[src/rtl/alu_pkg.sv]
// Shared constants and encodings for the ALU command sequencer and its bench.
package alu_pkg;

  localparam int unsigned ALU_DW  = 4;
  localparam int unsigned ALU_OPW = 3;
  localparam int unsigned ST_W    = 3;
  localparam int unsigned FLD_W   = 2;

  typedef enum logic [ALU_OPW-1:0] {
    OP_ADD = 3'b000,
    OP_SUB = 3'b001,
    OP_NOT = 3'b010,
    OP_AND = 3'b011,
    OP_OR  = 3'b100,
    OP_XOR = 3'b101,
    OP_LT  = 3'b110,
    OP_EQ  = 3'b111
  } opcode_e;

  typedef enum logic [ST_W-1:0] {
    ST_LOAD_A  = 3'd0,
    ST_LOAD_B  = 3'd1,
    ST_LOAD_OP = 3'd2,
    ST_EXEC    = 3'd3,
    ST_SHOW    = 3'd4
  } state_e;

  localparam logic [FLD_W-1:0] FIELD_A   = 2'd0;
  localparam logic [FLD_W-1:0] FIELD_B   = 2'd1;
  localparam logic [FLD_W-1:0] FIELD_OP  = 2'd2;
  localparam logic [FLD_W-1:0] FIELD_RES = 2'd3;

endpackage

[src/rtl/rise_pulse.sv]
// Registered rising-edge detector; previous level resets high so a button
// held through reset yields no pulse until released and pressed again.
module rise_pulse (
  input  logic clk,
  input  logic rst,
  input  logic i_lvl,
  output logic o_pulse_c
);

  logic r_prev;

  // Track the previous level of the input
  always_ff @(posedge clk) begin
    if (rst) r_prev <= 1'b1;
    else     r_prev <= i_lvl;
  end

  assign o_pulse_c = i_lvl & ~r_prev;

endmodule

[src/rtl/alu_cmd_seq.sv]
// Operand/command sequencer for a combinational 4-bit ALU: collects A, B and
// opcode from switches, holds them while the ALU settles, captures the result
// and drives the 7-segment value/field, with accumulator chaining.
module alu_cmd_seq
  import alu_pkg::*;
#(
  parameter int unsigned EXEC_WAIT = 1,
  parameter int unsigned DW        = alu_pkg::ALU_DW,
  parameter int unsigned OPW       = alu_pkg::ALU_OPW
) (
  input  logic           clk,
  input  logic           rst,
  input  logic [DW-1:0]  sw,
  input  logic           enter,
  input  logic           chain,
  input  logic           clear,
  output logic [DW-1:0]  alu_a,
  output logic [DW-1:0]  alu_b,
  output logic [OPW-1:0] alu_op,
  input  logic [DW-1:0]  alu_res,
  output logic [DW-1:0]  disp_val,
  output logic [1:0]     disp_field,
  output logic           res_valid,
  output logic           busy
);

  localparam int unsigned CW = 4;

  state_e         r_state;
  state_e         w_state_nxt;
  logic [CW-1:0]  r_cnt;
  logic [DW-1:0]  r_a;
  logic [DW-1:0]  r_b;
  logic [OPW-1:0] r_op;
  logic [DW-1:0]  r_res;
  logic           r_res_valid;

  logic w_enter_p;
  logic w_chain_p;
  logic w_ld_a;
  logic w_ld_b;
  logic w_ld_op;
  logic w_chain_ld;
  logic w_cap;
  logic w_rv_clr;

  rise_pulse u_enter_edge (
    .clk       (clk),
    .rst       (rst),
    .i_lvl     (enter),
    .o_pulse_c (w_enter_p)
  );

  rise_pulse u_chain_edge (
    .clk       (clk),
    .rst       (rst),
    .i_lvl     (chain),
    .o_pulse_c (w_chain_p)
  );

  // State register; soft clear returns to operand A entry
  always_ff @(posedge clk) begin
    if (rst || clear) r_state <= ST_LOAD_A;
    else              r_state <= w_state_nxt;
  end

  // Next-state and datapath load strobes; clear discards any same-cycle edge
  always_comb begin
    w_state_nxt = r_state;
    w_ld_a      = 1'b0;
    w_ld_b      = 1'b0;
    w_ld_op     = 1'b0;
    w_chain_ld  = 1'b0;
    w_cap       = 1'b0;
    w_rv_clr    = 1'b0;
    if (!clear) begin
      case (r_state)
        ST_LOAD_A: begin
          if (w_enter_p) begin
            w_state_nxt = ST_LOAD_B;
            w_ld_a      = 1'b1;
            w_rv_clr    = 1'b1;
          end
        end
        ST_LOAD_B: begin
          if (w_enter_p) begin
            w_state_nxt = ST_LOAD_OP;
            w_ld_b      = 1'b1;
            w_rv_clr    = 1'b1;
          end
        end
        ST_LOAD_OP: begin
          if (w_enter_p) begin
            w_state_nxt = ST_EXEC;
            w_ld_op     = 1'b1;
          end
        end
        ST_EXEC: begin
          if (r_cnt == '0) begin
            w_state_nxt = ST_SHOW;
            w_cap       = 1'b1;
          end
        end
        ST_SHOW: begin
          if (w_enter_p) begin
            w_state_nxt = ST_LOAD_A;
            w_rv_clr    = 1'b1;
          end else if (w_chain_p) begin
            w_state_nxt = ST_LOAD_B;
            w_chain_ld  = 1'b1;
          end
        end
        default: w_state_nxt = ST_LOAD_A;
      endcase
    end
  end

  // Operand, wait counter and result registers; only commit/chain edges load
  always_ff @(posedge clk) begin
    if (rst || clear) begin
      r_a         <= '0;
      r_b         <= '0;
      r_op        <= '0;
      r_cnt       <= '0;
      r_res       <= '0;
      r_res_valid <= 1'b0;
    end else begin
      if (w_ld_a)          r_a <= sw;
      else if (w_chain_ld) r_a <= r_res;
      if (w_ld_b)          r_b <= sw;
      if (w_ld_op) begin
        r_op  <= sw[OPW-1:0];
        r_cnt <= CW'(EXEC_WAIT - 1);
      end else if (r_state == ST_EXEC && r_cnt != '0) begin
        r_cnt <= r_cnt - 1'b1;
      end
      if (w_cap) r_res <= alu_res;
      if (w_cap)         r_res_valid <= 1'b1;
      else if (w_rv_clr) r_res_valid <= 1'b0;
    end
  end

  // Display selection and busy flag decoded from the current state
  always_comb begin
    disp_val   = sw;
    disp_field = FIELD_A;
    busy       = 1'b0;
    case (r_state)
      ST_LOAD_A: begin
        disp_val   = sw;
        disp_field = FIELD_A;
      end
      ST_LOAD_B: begin
        disp_val   = sw;
        disp_field = FIELD_B;
      end
      ST_LOAD_OP: begin
        disp_val   = DW'(sw[OPW-1:0]);
        disp_field = FIELD_OP;
      end
      ST_EXEC: begin
        disp_val   = r_a;
        disp_field = FIELD_A;
        busy       = 1'b1;
      end
      ST_SHOW: begin
        disp_val   = r_res;
        disp_field = FIELD_RES;
      end
      default: begin
        disp_val   = sw;
        disp_field = FIELD_A;
      end
    endcase
  end

  assign alu_a     = r_a;
  assign alu_b     = r_b;
  assign alu_op    = r_op;
  assign res_valid = r_res_valid;

endmodule

[config.mk]
export PLATFORM = sky130hd
export DESIGN_NAME = alu_cmd_seq
export DESIGN_NICKNAME = d
export VERILOG_FILES = /design/src/rtl/alu_pkg.sv /design/src/rtl/rise_pulse.sv /design/src/rtl/alu_cmd_seq.sv
export SDC_FILE = /design/constraint.sdc
export NUM_CORES = 1
export LEC_CHECK = 0
export ABC_CLOCK_PERIOD_IN_PS = 1620
export CAP_MARGIN = 10
export CORE_ASPECT_RATIO = 0.9
export CORE_MARGIN = 2
export CORE_UTILIZATION = 45
export CTS_CLUSTER_DIAMETER = 50
export DETAILED_ROUTE_END_ITERATION = 8
export PLACE_DENSITY = 0.76
export SETUP_SLACK_MARGIN = 0.5
export SLEW_MARGIN = 20
export SYNTH_ARGS = -nofsm -noshare
export SYNTH_HDL_FRONTEND = slang
export SYNTH_HIERARCHICAL = 1
export SYNTH_SLANG_ARGS = --single-unit
[constraint.sdc]
create_clock -name clk -period 1.62 [get_ports clk]
set_input_delay 0.162 -clock clk [delete_from_list [all_inputs] [get_ports clk]]
set_output_delay 0.162 -clock clk [all_outputs]
set_load 0.02 [all_outputs]
==> impl_metrics.env <==
export IMPL_synth_seq_cells=25
export IMPL_regArea_um2=529
export IMPL_final_hold_viol_count=0
export IMPL_start_util_pct=46.9
export IMPL_power_internal_uw=804
export IMPL_timing_hold_ws_ns=0.392
export IMPL_synth_edf_count=0
export IMPL_cp_arrival_ns=1.50
export IMPL_dpl_cell_area_um2=2090
export IMPL_area_growth_pct=71.6
export IMPL_htree_levels=1
export IMPL_mostFrequentLayoutCell="buf_4"
export IMPL_fin_nets=256
export IMPL_required_ns=1.46
export IMPL_ys_types=45
export IMPL_setup_slack_ns=-0.0448
export IMPL_top_level_ports=32
export IMPL_grt_start_max_net_pins=14
export IMPL_cp_buffers_inverters=3
export IMPL_netlist_area_um2=1420
export IMPL_die_y_um=57.2
export IMPL_first_pass_iters=6
export IMPL_grt_overflow=0
export IMPL_viasPerCell=6.45
export IMPL_rsz0062_at_grt="yes"
export IMPL_clk_latency_ns=0.34
export IMPL_drt_iter0_drc=152
export IMPL_yosys_warnings=6
export IMPL_cts_root_buf="clkbuf_4"
export IMPL_wl_per_cell_um=21.2
export IMPL_multi_input_area_um2=1130
export IMPL_grt_pass1_wl_um=7940
export IMPL_crit_top_cell="buf_4"
export IMPL_synth_seq_area_share_pct=35.3
export IMPL_finalInstanceArea_um2=2430
export IMPL_violations="negative setup slack"
export IMPL_clk_pin_slew_ns=0.14
export IMPL_cp_start_kind="flip-flop"
export IMPL_fin_skew_ns=0.00568
export IMPL_power_uw=1100
export IMPL_pwr_density_cell_nw_per_um2=453
export IMPL_status="complete, but fails checks"
export IMPL_ys_async_sr_fraction_pct=0
export IMPL_critical_path_top_delay_family="flip-flops"
export IMPL_synthFlopType="dfxtp_1"
export IMPL_p_comb_share_pct=16.8
export IMPL_drc=0
export IMPL_slowest_delay_ns=0.41
export IMPL_cts_hold_buf=0
export IMPL_ant_nets=0
export IMPL_critical_path_class="flip-flop to primary output"
export IMPL_syn_area_per_cell_um2=8.19
export IMPL_clock_path_buffers=2
export IMPL_setup_tns_ns=-0.114
export IMPL_syn_num_nets=187
export IMPL_fp_dieArea_um2=3610
export IMPL_slew_headroom_pct=74.6
export IMPL_slew_violations=0
export IMPL_gp_congestion=0.842
export IMPL_clockPowerShare_pct=27.2
export IMPL_antenna_found_initial=0
export IMPL_setup_violations_final=5
export IMPL_grt_pass1_vias=1645
export IMPL_period_minus_slack_ns=1.66
export IMPL_min_path_type="input port to flip-flop"
export IMPL_clock_sinks=25
export IMPL_swShare_pct=26.9
export IMPL_peakVddDrop_uv=320
export IMPL_track_usage_pct=28.0
export IMPL_core_area_um2=3020
export IMPL_cpMaxStageDelayCell="dfxtp_4"
export IMPL_drv_cap=0
export IMPL_final_cell_mix="buf_4 (40), a21oi_1 (17), nand3_1 (13), buf_2 (13)"
export IMPL_cts_buffers=3
export IMPL_dpl_hpwl_um=3320
export IMPL_cts_tree="done"
export IMPL_io_buffers=31
export IMPL_finish_utilization_pct=80.5
export IMPL_worst_pin_slew_ns=0.380
export IMPL_drive_above_1_share_pct=58.9
export IMPL_crit_path_end_kind="primary output"
export IMPL_crit_chain="buf_4, inv_8, o22ai_1, a211oi_2, buf_4"
export IMPL_syn_inst=173
export IMPL_switchingPower_uw=295
export IMPL_seqPwrFrac_pct=56.1
export IMPL_die_x_um=63.1
export IMPL_wl_um=6010
export IMPL_vias=1825
export IMPL_p_leak_uw=0.000929
export IMPL_crit_path_max_fanout=7
export IMPL_post_route_period_util_pct=103
export IMPL_n_antenna_cell=0
export IMPL_num_rows=19
export IMPL_fmaxAchievable_mhz=601
export IMPL_nFillCells=181
## routing by layer
metal  global-route usage (%)  wire [um]
met1                     33.6       2310
met2                     50.0       2920
met3                     3.35        467
met4                     13.3        311
met5                        0          0
## synthesized netlist by cell type (2+ instances only)
| cell type | number | share of area, % |
|---|---|---|
| a211oi_1 | 4 | 2.1 |
| a21oi_1 | 23 | 8.1 |
| a31oi_1 | 4 | 1.8 |
| and2_1 | 2 | 0.88 |
| buf_2 | 8 | 2.8 |
| buf_4 | 3 | 1.6 |
| clkbuf_1 | 3 | 0.79 |
| dfxtp_1 | 25 | 35 |
| inv_1 | 8 | 2.1 |
| nand2_1 | 6 | 1.6 |
| nand2b_1 | 4 | 1.8 |
| nand3_1 | 13 | 4.6 |
| nand4_1 | 4 | 1.8 |
| nor2_1 | 2 | 0.53 |
| nor2b_1 | 2 | 0.88 |
| nor3_1 | 2 | 0.71 |
| nor3b_1 | 2 | 1.1 |
| nor3b_2 | 2 | 1.8 |
| o21ai_0 | 20 | 7.1 |
| o22ai_1 | 3 | 1.3 |
| o41ai_1 | 4 | 2.5 |
| or2_1 | 2 | 0.88 |
| or2_2 | 2 | 0.88 |
| or3_1 | 3 | 1.3 |
| or3b_1 | 2 | 1.2 |
## power groups by stage
stage	combinational (uW)	sequential (uW)	clock, uW
3_5_place_dp	155	635	0
6_report	184	616	299
5_1_grt	193	617	325
4_1_cts	158	620	291
3_3_place_gp	151	635	0
2_1_floorplan	66.2	636	0
## final timing paths
kind                           startpoint                        endpoint  slack (ns)  depth (start not counted)
setup / recovery  r_state[2]$_SDFFE_PP0P_                     disp_val[2]       -0.04                          5
setup reg to reg  r_state[0]$_SDFFE_PP0P_           alu_a[1]$_SDFFE_PP0P_       -0.01                          5
hold / removal                      chain  u_chain_edge/r_prev$_SDFF_PP1_        0.39                          2
hold reg to reg    res_valid$_SDFFE_PP0P_          res_valid$_SDFFE_PP0P_        0.46                          2
## worst register-to-register path, delay by kind of cell, from the launching register on
family                 cells  cell delay (ns)
flip-flops                 1             0.39
AND/OR/NAND/NOR            2             0.59
AO/OA/AOI/OAI              1             0.24
buffers and inverters      2             0.36
## cell families after synthesis
group | after synthesis | synth area share (%)
mux | 1 | 0.707
compound gates | 66 | 28.0
flops | 25 | 35.3
fa+ha+maj | 1 | 0.883
simple gates | 57 | 26.9
buf+inv | 23 | 8.13
## final cells by class
class | instances | share of cell area [%]
multi-input combinational | 126 | 46.3
timing repair buffer | 78 | 27.1
sequential | 25 | 21.8
tap | 42 | 2.16
clock buffer | 4 | 1.08
inverter | 8 | 1.54
## stage by stage
stage          setup WS [ns]  cells
2_1_floorplan          0.177    173
3_3_place_gp          -0.209    266
3_5_place_dp          -0.267    266
4_1_cts              -0.0125    272
5_1_grt              -0.0815    283
6_report             -0.0448    283
## timing repair
action | CTS | global route
pin swaps | 5 | 13
gates cloned | 1 | 2
setup endpoints to repair | 42 | 39
buffers inserted | 1 | 9
gates resized for setup | 112 | 52
## sequential cells by signal, indices dropped and copies added (netlist names)
register and cells:
alu_a 4, alu_b 4, alu_op 3, r_cnt 4, r_res 4, r_state 3
res_valid 1, u_chain_edge/r_prev 1, u_enter_edge/r_prev 1
Note: power is estimated with default switching activity, not from simulation.
